**config.mk**
```make
export PLATFORM = sky130hd
export DESIGN_NAME = alu_sequencer
export DESIGN_NICKNAME = d
export VERILOG_FILES = /design/src/rtl/alu_sequencer.sv
export SDC_FILE = /design/constraint.sdc
export NUM_CORES = 1
export LEC_CHECK = 0
export CORE_ASPECT_RATIO = 1.5
export CORE_MARGIN = 2
export CORE_UTILIZATION = 57
export DETAILED_ROUTE_END_ITERATION = 8
export GPL_TIMING_DRIVEN = 0
export PLACE_DENSITY = 0.83
export RECOVER_POWER = 25
export SLEW_MARGIN = 25
export SYNTH_ARGS = -nofsm -noshare
export SYNTH_HDL_FRONTEND = slang
export SYNTH_SLANG_ARGS = --single-unit
```
**constraint.sdc**
```tcl
create_clock -name clk -period 5.55 [get_ports clk]
set_input_delay 1.11 -clock clk [delete_from_list [all_inputs] [get_ports clk]]
set_output_delay 1.11 -clock clk [all_outputs]
set_load 0.02 [all_outputs]
```
**src/rtl/alu_sequencer.sv**
```systemverilog
// Command-driven front end for the 8-bit combinational ALU: it fetches operands from a small
// register file, drives the ALU, writes the result back and returns it over a valid/ready channel.
module alu_sequencer #(
    parameter int unsigned DATA_W = 8,
    parameter int unsigned AW     = 2
) (
    input  logic              clk,
    input  logic              rst,
    input  logic              cmd_valid,
    output logic              cmd_ready,
    input  logic [1:0]        cmd_op,
    input  logic [3:0]        cmd_sel,
    input  logic [AW-1:0]     cmd_rd,
    input  logic [AW-1:0]     cmd_rs1,
    input  logic [AW-1:0]     cmd_rs2,
    input  logic [DATA_W-1:0] cmd_imm,
    output logic [DATA_W-1:0] alu_a,
    output logic [DATA_W-1:0] alu_b,
    output logic [3:0]        alu_sel,
    input  logic [DATA_W-1:0] alu_out,
    input  logic              alu_carryout,
    output logic              rsp_valid,
    input  logic              rsp_ready,
    output logic [DATA_W-1:0] rsp_data,
    output logic              rsp_carry,
    output logic              rsp_err
);

    localparam logic [1:0] IDLE = 2'd0;
    localparam logic [1:0] EXEC = 2'd1;
    localparam logic [1:0] RESP = 2'd2;

    localparam logic [1:0] OP_ALU = 2'b00;
    localparam logic [1:0] OP_LI  = 2'b01;
    localparam logic [1:0] OP_RD  = 2'b10;

    localparam logic [3:0] SEL_ADD = 4'b0000;
    localparam logic [3:0] SEL_DIV = 4'b0011;

    localparam int unsigned DEPTH = 1 << AW;

    logic [1:0]        state;
    logic [DATA_W-1:0] regs [DEPTH];
    logic [AW-1:0]     rd_q;
    logic              div_zero;
    logic [DATA_W-1:0] result;

    assign cmd_ready = (state == IDLE);
    assign rsp_valid = (state == RESP);

    // A zero divisor makes the ALU output meaningless; substitute all-ones and flag it.
    always_comb begin
        div_zero = (alu_sel == SEL_DIV) && (alu_b == '0);
        result   = div_zero ? '1 : alu_out;
    end

    always_ff @(posedge clk or posedge rst) begin
        if (rst) begin
            state     <= IDLE;
            rd_q      <= '0;
            alu_a     <= '0;
            alu_b     <= '0;
            alu_sel   <= '0;
            rsp_data  <= '0;
            rsp_carry <= 1'b0;
            rsp_err   <= 1'b0;
            for (int unsigned i = 0; i < DEPTH; i++) begin
                regs[i] <= '0;
            end
        end else begin
            case (state)
                IDLE: begin
                    if (cmd_valid) begin
                        rsp_carry <= 1'b0;
                        rsp_err   <= 1'b0;
                        case (cmd_op)
                            OP_ALU: begin
                                alu_a   <= regs[cmd_rs1];
                                alu_b   <= regs[cmd_rs2];
                                alu_sel <= cmd_sel;
                                rd_q    <= cmd_rd;
                                state   <= EXEC;
                            end
                            OP_LI: begin
                                regs[cmd_rd] <= cmd_imm;
                                rsp_data     <= cmd_imm;
                                state        <= RESP;
                            end
                            OP_RD: begin
                                rsp_data <= regs[cmd_rs1];
                                state    <= RESP;
                            end
                            default: begin
                                rsp_data <= '0;
                                state    <= RESP;
                            end
                        endcase
                    end
                end
                EXEC: begin
                    regs[rd_q] <= result;
                    rsp_data   <= result;
                    rsp_carry  <= (alu_sel == SEL_ADD) ? alu_carryout : 1'b0;
                    rsp_err    <= div_zero;
                    state      <= RESP;
                end
                RESP: begin
                    if (rsp_ready) begin
                        state <= IDLE;
                    end
                end
                default: state <= IDLE;
            endcase
        end
    end

endmodule
```
==> flow_metrics.tcl <==
set metrics [dict create \
    maxSlewViolCount 34 \
    leakage_nw 1.92 \
    fin_crit_ns 3.77 \
    yosysSeqAreaShare 0.440 \
    vias 3156 \
    min_path_type "register to register" \
    postCtsSetupBuffers 0 \
    synth_edf_count 0 \
    synth.distinct_cells 33 \
    tightestPinTransition_ns 1.80 \
    first_iter_violations 271 \
    max_stage_delay_ns 1.37 \
    grt_max_degree 35 \
    ios 65 \
    overflow 0 \
    route.detailed.drc 0 \
    drive_gt1_frac 0.289 \
    num-nets-final 421 \
    pwr-share-clk 0.202 \
    rr_endpoint "regs[1]$_DFFE_PP0P_" \
    crit_chain "dlygate4sd3_1, clkinvlp_2, clkbuf_1" \
    p_sw_uw 721 \
    yosysWarnings 0 \
    cp_top_family "buffers and inverters" \
    setup_viol_count_final 0 \
    antenna_found_initial 0 \
    netlist_instances 313 \
    finalHoldViolations 0 \
    cts_sinks 66 \
    status "finished with violations" \
    io_buffer_count 60 \
    vias_per_cell 6.80 \
    p_comb_frac 0.402 \
    antenna_left 0 \
    rr_startpoint "alu_b[5]$_DFFE_PP0P_" \
    core_region_area_um2 6440 \
    syn_nets 349 \
    grt_pass1_vias 3176 \
    fin_skew_ns 0.00981 \
    hold_start "rsp_err$_DFFE_PP0P_" \
    arrival_ns 3.90 \
    ys.flop_type "dfrtp_1" \
    antenna_cells 0 \
    grt_usage 0.306 \
    finalWirelength_mm 10.5 \
    netlist_area_um2 3750 \
    die_h_um 103 \
    critPathSlowestCell "clkbuf_1" \
    cts_tree "done" \
    syn2layout_area_growth_pct 23.8 \
    die-area_um2 7260 \
    power_density_nw_per_um2 438 \
    cts_hold_buf 0 \
    fin_setup_tns_ns 0 \
    synth-seq-cells 66 \
    die_w_um 70.2 \
    cts-root-buf "clkbuf_8" \
    gp_congestion 0.911 \
    min_to "rsp_err$_DFFE_PP0P_" \
    violations "capacitance limit, slew limit" \
    relSlewSlack -0.202 \
    cts-buffers-inserted 9 \
    postCtsResizedCells 0 \
    crit_fanout 34 \
    worstSetupStartpointType "input port" \
    crit_type "input port to async pin" \
    synth-async-reset-ratio 1.00 \
    grt_pass1_wl_mm 16.5 \
    initial_utilization 0.582 \
    fmax_mhz 266 \
    seqPwrFrac 0.396 \
    cts.clk_slew.worst_paths_ns 0.07 \
    clk-insertion-delay-late_ns 0.37 \
    rsz0062_at_grt "false" \
    peakVddDrop_mv 0.317 \
    routedWlPerCell_um 22.6 \
    fin_crit_sh 0.678 \
    rrSetupSlack_ns 3.40 \
    rr_worst_depth 4 \
    holdWs_ns 0.492 \
    p_int_mw 1.31 \
    max_cap_viol_count 1 \
    syn_avg_cell_area_um2 12.0 \
    hpwl_mm 7.56 \
    crit_buf_inv 3 \
    holdPathStages 2 \
    end_kind "async pin" \
    cp_data_required_time_ns 5.68 \
    fp-row-count 36 \
    clk_path_buf_depth 2 \
    firstDrtPassIters 5 \
    htree_levels 3 \
    switching_share 0.355 \
]
==> worst register-to-register path: cells and delay by family (launching register included) <==
kind | cells | cell delay [ns]
AO/OA/AOI/OAI | 2 | 0.88
AND/OR/NAND/NOR | 1 | 0.57
flip-flops | 1 | 0.43
multiplexers | 1 | 0.22
==> worst max-delay path by stage <==
stage	endpoint	from	cells after the start
after floorplan	alu_a[0]$_DFFE_PP0P_	rst	1
after global placement	alu_b[3]$_DFFE_PP0P_	rst	2
after detailed placement	regs[18]$_DFFE_PP0P_	cmd_op[1]	7
after CTS	regs[19]$_DFFE_PP0P_	cmd_op[1]	7
after global routing	alu_b[3]$_DFFE_PP0P_	rst	3
final	alu_b[3]$_DFFE_PP0P_	rst	3
==> state kept, by name, summed over array words and instances, names as in the netlist <==
signal,flops
rsp_err,1
rsp_data,8
alu_b,8
regs,32
rd_q,2
alu_a,8
state,2
rsp_carry,1
alu_sel,4
==> through the flow <==
stage | utilization | std cells | setup WS (ns) | power, mW | cell area (um2)
2_1_floorplan | - | 313 | 2.79 | 1.28 | 3750
6_report | 0.721 | 464 | 1.78 | 2.03 | 4640
3_5_place_dp | 0.694 | 450 | 2.13 | 1.63 | 4470
5_1_grt | 0.721 | 464 | 1.23 | 2.13 | 4640
4_1_cts | 0.723 | 464 | 2.50 | 2.04 | 4660
3_3_place_gp | 0.690 | 449 | 1.67 | 1.59 | 4450
==> power groups by stage <==
| stage | sequential (mW) | clock [mW] | combinational, mW |
|---|---|---|---|
| after floorplan | 0.882 | 0 | 0.397 |
| after CTS | 0.801 | 0.415 | 0.820 |
| final | 0.804 | 0.411 | 0.818 |
| after detailed placement | 0.811 | 0 | 0.818 |
| after global placement | 0.789 | 0 | 0.798 |
| after global routing | 0.826 | 0.435 | 0.867 |
==> per-layer routing <==
layer  vias up  global-route usage  wire length, um
met5         -                   0                0
met4         0               0.214              467
met3        52              0.0659              942
met2       206               0.507             5250
met1      1540               0.356             3820
li1       1358                   -                -
==> cell families after synthesis <==
logic type / Yosys count / synth area share
AOI/OAI and AO/OA: 72 / 0.156
adders and majority gates: 3 / 0.0100
buffers and inverters: 30 / 0.0364
DFF: 66 / 0.440
muxes: 70 / 0.258
and+or+nand+nor: 72 / 0.0988
==> synth_stat cells (all sizes together) (3+ instances only) <==
cell type  instances  area share
buf               18       0.023
nand2b             4      0.0067
nand3             26       0.035
nor2b              3      0.0050
o32ai              8       0.019
a22oi              8       0.016
o31ai             24       0.048
clkbuf             6      0.0070
o21ai              8       0.011
a41oi              8       0.019
nand2             14       0.014
mux4              16       0.096
ha                 3       0.010
a21oi              5       0.019
mux2              54        0.16
nand4              4      0.0067
o22a               8       0.019
inv                6      0.0060
dfrtp             66        0.44
nor2              13       0.014
or2                4      0.0067
==> layout make-up <==
type                       count  area (um2)
multi-input combinational    217        1960
fill                         494        1800
sequential                    66        1650
timing repair buffer          61         604
clock buffer                  11         151
buffer                        24         114
tap                           76        95.1
clock inverter                 3        40.0
inverter                       6        23.8
==> cells in the final DEF, fill, tap and decap left out, drive strengths merged, types with 13 or more instances in the layout <==
cell type	count
nand3	26
clkdlybuf4s50	59
mux4	16
dfrtp	66
nand2	14
mux2	54
nor2	13
o31ai	24
clkbuf	18
buf	18
(Power assumes the default switching activity.)
